$ cat config.mk
export PLATFORM = sky130hd
export DESIGN_NAME = uart_block_link
export DESIGN_NICKNAME = d
export VERILOG_FILES = /design/src/rtl/uart_pkg.sv /design/src/rtl/uart_byte_shifter.sv /design/src/rtl/uart_block_link.sv
export SDC_FILE = /design/constraint.sdc
export NUM_CORES = 1
export LEC_CHECK = 0
export CORE_ASPECT_RATIO = 1.5
export CORE_MARGIN = 8
export CORE_UTILIZATION = 35
export DETAILED_ROUTE_END_ITERATION = 6
export GPL_TIMING_DRIVEN = 0
export SYNTH_ARGS = -nofsm -noshare
export SYNTH_HDL_FRONTEND = slang
export SYNTH_HIERARCHICAL = 1
export SYNTH_SLANG_ARGS = --single-unit
$ cat constraint.sdc
create_clock -name clk_100MHz -period 9.9 [get_ports clk_100MHz]
set_clock_uncertainty 0.15 [all_clocks]
set_input_delay 1.98 -clock clk_100MHz [delete_from_list [all_inputs] [get_ports clk_100MHz]]
set_output_delay 1.98 -clock clk_100MHz [all_outputs]
set_load 0.01 [all_outputs]
$ cat src/rtl/uart_pkg.sv
// Shared definitions for the UART block link: controller state encoding,
// default byte/block geometry and the byte-counter width helper.
package uart_pkg;

  localparam int DBITS_DEF       = 8;
  localparam int BLOCK_BYTES_DEF = 16;
  localparam int BLOCK_W         = DBITS_DEF * BLOCK_BYTES_DEF;

  typedef enum logic [1:0] {
    COLLECT  = 2'd0,
    PRESENT  = 2'd1,
    WAIT_RES = 2'd2,
    SEND     = 2'd3
  } link_state_t;

  // Counter wide enough to hold 0..nbytes-1 with one bit of headroom.
  function automatic int cnt_width(input int nbytes);
    return $clog2(nbytes) + 1;
  endfunction

endpackage

$ cat src/rtl/uart_byte_shifter.sv
// Parallel-load / serial-shift register organised as NBYTES bytes of DBITS.
// Bytes enter at the LSB end and leave from the MSB end, so the first byte
// shifted in ends up in the MSB position after NBYTES shifts. A byte counter
// tracks shifts and wraps to zero after the last one; 'last' flags that the
// next shift completes the block.
module uart_byte_shifter
  import uart_pkg::*;
#(
  parameter int DBITS  = DBITS_DEF,
  parameter int NBYTES = BLOCK_BYTES_DEF,
  localparam int W     = DBITS * NBYTES,
  localparam int CW    = cnt_width(NBYTES)
) (
  input  logic             clk,
  input  logic             rst,
  input  logic             clear,
  input  logic             load,
  input  logic [W-1:0]     load_data,
  input  logic             shift,
  input  logic [DBITS-1:0] shift_in,
  output logic [W-1:0]     data,
  output logic [CW-1:0]    count,
  output logic             last
);

  assign last = (count == CW'(NBYTES - 1));

  // Clear beats load beats shift; a shift on the last byte wraps the counter.
  always_ff @(posedge clk or posedge rst) begin
    if (rst) begin
      data  <= '0;
      count <= '0;
    end else if (clear) begin
      data  <= '0;
      count <= '0;
    end else if (load) begin
      data  <= load_data;
      count <= '0;
    end else if (shift) begin
      data  <= {data[W-DBITS-1:0], shift_in};
      count <= last ? '0 : count + CW'(1);
    end
  end

endmodule

$ cat src/rtl/uart_block_link.sv
// Host-side controller between the UART FIFOs and a wide block datapath.
// Packs BLOCK_BYTES received bytes into one block (first byte in the MSB),
// hands it to the core over valid/ready, accepts the core's result over a
// second valid/ready pair and pushes it back out MSB byte first.
// Optional inter-byte timeout: define UART_BLOCK_TIMEOUT_EN to build a gap
// counter that discards a stalled partial block and pulses sync_err.
module uart_block_link
  import uart_pkg::*;
#(
  parameter int DBITS          = DBITS_DEF,
  parameter int BLOCK_BYTES    = BLOCK_BYTES_DEF,
  parameter int TIMEOUT_CYCLES = 2000000
) (
  input  logic                         clk_100MHz,
  input  logic                         reset,
  input  logic                         rx_empty,
  input  logic [DBITS-1:0]             read_data,
  output logic                         read_uart,
  input  logic                         tx_full,
  output logic [DBITS-1:0]             write_data,
  output logic                         write_uart,
  output logic [BLOCK_BYTES*DBITS-1:0] blk_in_data,
  output logic                         blk_in_valid,
  input  logic                         blk_in_ready,
  input  logic [BLOCK_BYTES*DBITS-1:0] blk_out_data,
  input  logic                         blk_out_valid,
  output logic                         blk_out_ready,
  output logic                         busy,
  output logic                         sync_err
);

  localparam int W  = DBITS * BLOCK_BYTES;
  localparam int CW = cnt_width(BLOCK_BYTES);

  link_state_t     state;
  logic [W-1:0]    rx_data;
  logic [W-1:0]    tx_data;
  logic [CW-1:0]   rx_count;
  logic [CW-1:0]   tx_count;
  logic            rx_last;
  logic            tx_last;
  logic            pop;
  logic            push;
  logic            tx_load;
  logic            timeout_hit;
  logic            unused_bits;

  // Pops are gated by reset so the FIFO is never drained while we are held.
  assign pop        = !reset && (state == COLLECT) && !rx_empty;
  assign push       = (state == SEND) && !tx_full;
  assign tx_load    = (state == WAIT_RES) && blk_out_valid;

  assign read_uart   = pop;
  assign write_uart  = push;
  assign write_data  = (state == SEND) ? tx_data[W-1 -: DBITS] : '0;
  assign blk_in_data = rx_data;
  assign busy        = !((state == COLLECT) && (rx_count == '0));

  // The Tx counter and the low Tx bytes are internal bookkeeping only.
  assign unused_bits = ^{tx_data[W-DBITS-1:0], tx_count};

  uart_byte_shifter #(
    .DBITS  (DBITS),
    .NBYTES (BLOCK_BYTES)
  ) u_rx_pack (
    .clk       (clk_100MHz),
    .rst       (reset),
    .clear     (timeout_hit),
    .load      (1'b0),
    .load_data ('0),
    .shift     (pop),
    .shift_in  (read_data),
    .data      (rx_data),
    .count     (rx_count),
    .last      (rx_last)
  );

  uart_byte_shifter #(
    .DBITS  (DBITS),
    .NBYTES (BLOCK_BYTES)
  ) u_tx_unpack (
    .clk       (clk_100MHz),
    .rst       (reset),
    .clear     (1'b0),
    .load      (tx_load),
    .load_data (blk_out_data),
    .shift     (push),
    .shift_in  ('0),
    .data      (tx_data),
    .count     (tx_count),
    .last      (tx_last)
  );

  // Block-level sequencing with registered handshake outputs.
  always_ff @(posedge clk_100MHz or posedge reset) begin
    if (reset) begin
      state         <= COLLECT;
      blk_in_valid  <= 1'b0;
      blk_out_ready <= 1'b0;
    end else begin
      case (state)
        COLLECT: begin
          if (pop && rx_last) begin
            state        <= PRESENT;
            blk_in_valid <= 1'b1;
          end
        end
        PRESENT: begin
          if (blk_in_ready) begin
            state         <= WAIT_RES;
            blk_in_valid  <= 1'b0;
            blk_out_ready <= 1'b1;
          end
        end
        WAIT_RES: begin
          if (blk_out_valid) begin
            state         <= SEND;
            blk_out_ready <= 1'b0;
          end
        end
        SEND: begin
          if (push && tx_last) begin
            state <= COLLECT;
          end
        end
        default: begin
          state         <= COLLECT;
          blk_in_valid  <= 1'b0;
          blk_out_ready <= 1'b0;
        end
      endcase
    end
  end

`ifdef UART_BLOCK_TIMEOUT_EN
  localparam int GW = $clog2(TIMEOUT_CYCLES) + 1;

  logic [GW-1:0] gap_cnt;

  assign timeout_hit = (state == COLLECT) && !pop && (rx_count != '0) &&
                       (gap_cnt == GW'(TIMEOUT_CYCLES - 1));

  // Gap counter runs only while a partial block waits for its next byte.
  always_ff @(posedge clk_100MHz or posedge reset) begin
    if (reset) begin
      gap_cnt  <= '0;
      sync_err <= 1'b0;
    end else begin
      sync_err <= timeout_hit;
      if ((state != COLLECT) || pop || (rx_count == '0) || timeout_hit) begin
        gap_cnt <= '0;
      end else begin
        gap_cnt <= gap_cnt + GW'(1);
      end
    end
  end
`else
  localparam int UNUSED_TIMEOUT = TIMEOUT_CYCLES;

  assign timeout_hit = 1'b0;
  assign sync_err    = 1'b0;
`endif

endmodule

==> qor.yml <==
timing:
  setup_violations: 0
  rsz0062_at_grt: "false"
  tightest_slew_ps: 832.2
  fin_crit_sh_pct: 58.80
  max_slew_margin_pct: 44.52
  hold_violations: 0
  period_minus_slack_ps: 5821
  drv_slew: 0
  fin_ws_ps: 4079
  fmax_mhz: 171.8
  tns_ps: 0
layout:
  nNetsFinal: 1813
  syn2layout_area_growth_pct: 35.35
  drive_gt1_share_pct: 22.03
  stdcell_area_um2: 19570
synth:
  synth_area_leader_cell: "dfrtp_1"
  synthArstFlopShare_pct: 100.0
  synth_top_cell_area_share_pct: 46.74
  avgSynthCellArea_um2: 11.95
  synth-seq-area-share_pct: 46.74
  synthFlopType: "dfrtp_1"
  netlist-cell-type-count: 35
  yosys_warnings: 6
  synth_cells: 1210
  ys_seq_elements: 270
  synth_area_um2: 14460
  yosys-top-cells-area: "dfrtp_1 47%, mux2i_1 18%, mux2_2 15%, nor2_1 6.7%, mux2_4 6.3%"
  synth_edf_count: 0
floorplan:
  rows: 91
  die_w_um: 181.9
  die_h_um: 264.9
  die_area_um2: 48200
  core_um2: 40990
  initial_core_util_pct: 35.27
  io_pins: 284
worst_setup_path:
  r2r_setup_slack_ps: 7390
  crit_fanout: 4
  critical_path_class: "in -> out"
  reg2reg_depth: 8
  max_stage_delay_ps: 650
  critPathTopFamily: "buffers and inverters"
  start_kind: "primary input"
  path_cells: "clkdlybuf4s50_1 -> nor2_4 -> and2_2 -> clkdlybuf4s50_1"
  required_ps: 7770
  crit_buf_inv: 2
  cp-end-kind: "primary output"
  r2r-end: "u_tx_unpack/data[68]"
  critPathSlowestCell: "clkdlybuf4s50_1"
  r2r-start: "state[1]"
  cpMostUsedCell: "clkdlybuf4s50_1"
  crit_arrival_ps: 3690
placement:
  pre_cts_ws_ps: 4003
  dpl_cell_area_um2: 18510
  gp_congestion: 0.8085
  hpwl_mm: 32.62
  port_buffers: 282
worst_hold_path:
  whs_path_depth: 2
  hold_path_class: "reg -> reg"
  min_from: "u_tx_unpack/count[4]"
  hold_end: "u_tx_unpack/count[4]"
cts:
  cts_buffer_depth: 3
  cts_resized: 0
  clk_pin_slew_ps: 60
  cts.sinks: 270
  root_buffer: "clkbuf_16"
  cts_hold_buf: 0
  cts_setup_buffers: 0
  cts_made_buffers: 29
  h-tree-depth: 1
  clock_latency_ps: 560
  tritoncts: "built"
global_routing:
  grt_max_degree: 85
  grt_pass1_vias: 11340
  grt_pass1_wl_mm: 67.22
  antenna_found_initial: 6
  grt_util_all_layers_pct: 17.47
  grt_overflow: 0
routing:
  wl_met2_mm: 22.66
  wl_met3_mm: 2.500
  routedWlPerCell_um: 19.21
  firstDrtPassIters: 5
  vias: 10240
  viasPerCell: 4.658
  dr.first_iter.drc_count: 499
  antenna_left: 0
  wl_met1_mm: 16.20
  totalWireLength_mm: 42.22
  highest_layer: "met5"
  drcViolationCount: 0
outcome:
  status: "finished, final reports clean"
power:
  cellPowerDensity_nw_per_um2: 183.1
  leakagePower_nw: 9.226
  ir_drop_mv: 0.1238
job:
  cap_violations: 0
[placed cells by master, fill, tap and decap left out, types with 2 or more instances in the layout]
| cell | n |
|---|---|
| nor2_1 | 259 |
| bufinv_16 | 5 |
| nand3b_1 | 3 |
| clkbuf_1 | 33 |
| nor3_1 | 4 |
| mux2_4 | 61 |
| a41o_1 | 2 |
| dfrtp_1 | 270 |
| clkdlybuf4s50_1 | 282 |
| nor2b_1 | 3 |
| buf_6 | 12 |
| conb_1 | 140 |
| nand4b_1 | 2 |
| and2_1 | 9 |
| inv_1 | 7 |
| ha_1 | 7 |
| buf_16 | 2 |
| nand2b_1 | 3 |
| buf_2 | 44 |
| buf_4 | 5 |
| diode_2 | 3 |
| clkbuf_8 | 10 |
| clkinvlp_4 | 2 |
| a31oi_1 | 5 |
| mux2_1 | 4 |
| inv_6 | 3 |
| nand2_1 | 11 |
| a41oi_1 | 2 |
| mux2_2 | 192 |
| xor2_1 | 2 |
| nand3_1 | 2 |
| clkbuf_16 | 29 |
| mux2i_1 | 257 |
| a21boi_0 | 2 |
[cell type report]
cell class,count,area (um^2)
repair buffers,284,2878
well taps,511,639.4
clock buffers,42,874.6
diodes,3,7.507
clock inverters,9,178.9
fillers,3784,21420
flip-flops and latches,270,6756
inverters,9,43.79
multi-input cells,979,7682
plain buffers,91,505.5
[worst max path at each step]
stage                     slack (ps)            endpoint  cells after the start  start
after global routing            4010           read_uart                      4  reset
final                           4080           read_uart                      4  reset
after CTS                       4000           read_uart                      4  reset
after detailed placement        4000           read_uart                      4  reset
after global placement          1700  u_rx_pack/data[72]                      2  reset
after floorplan                 4220  u_rx_pack/count[0]                      1  reset
[power breakdown]
group	switching [mW]	internal [mW]	total, mW
combinational	0.480	0.567	1.05
sequential	0.101	1.23	1.34
clock	0.461	0.739	1.20
[metal layers]
metal | vias up | GRT usage [%]
li1 | 4946 | -
met1 | 4981 | 19.02
met2 | 251 | 33.29
met3 | 52 | 4.385
met4 | 8 | 3.977
met5 | - | 0
[cells in the mapped netlist, types with 3 or more instances]
master / instances
buf_4: 5
buf_2: 44
buf_6: 12
mux2_2: 192
nand3b_1: 3
mux2_4: 61
dfrtp_1: 270
inv_1: 9
ha_1: 7
nor2_1: 259
nand2b_1: 3
and2_1: 9
nor3_1: 4
a31oi_1: 5
mux2_1: 4
mux2i_1: 257
clkbuf_1: 30
nor2b_1: 3
nand2_1: 11
[kinds of logic (layout without fill, tap and decap cells)]
logic type,after synthesis,after routing,share of synthesized area (%)
mux,514,514,39.40
simple gates,299,299,8.318
flops,270,270,46.74
buf+inv,100,435,3.730
compound gates,17,17,1.065
fa+ha+maj,7,7,0.6058
xor+xnor,2,2,0.1212
other cells,1,143,0.02594
[state kept, by name, summed over array words and instances, names as in the netlist]
signal and count:
u_tx_unpack/data 128, u_rx_pack/data 128, u_tx_unpack/count 5, blk_in_valid 1, state 2, blk_out_ready 1, u_rx_pack/count 5
[tightest hold or removal path, stage by stage, from the launching register on]
cell and delay [ps]:
dfrtp_1 380, nand2_1 60, a41oi_1 30
[metrics by stage]
| stage | util (%) | instances | total power, mW | hold WS, ps |
|---|---|---|---|---|
| after floorplan | - | 1349 | 2.064 | 318.5 |
| after global placement | 44.99 | 2142 | 2.374 | 339.4 |
| after detailed placement | 45.15 | 2144 | 2.400 | 349.4 |
| after CTS | 47.72 | 2195 | 3.624 | 361.8 |
| after global routing | 47.72 | 2195 | 3.775 | 393.1 |
| final | 47.74 | 2198 | 3.583 | 359.4 |
No activity file was read; power rests on OpenSTA's default activity.
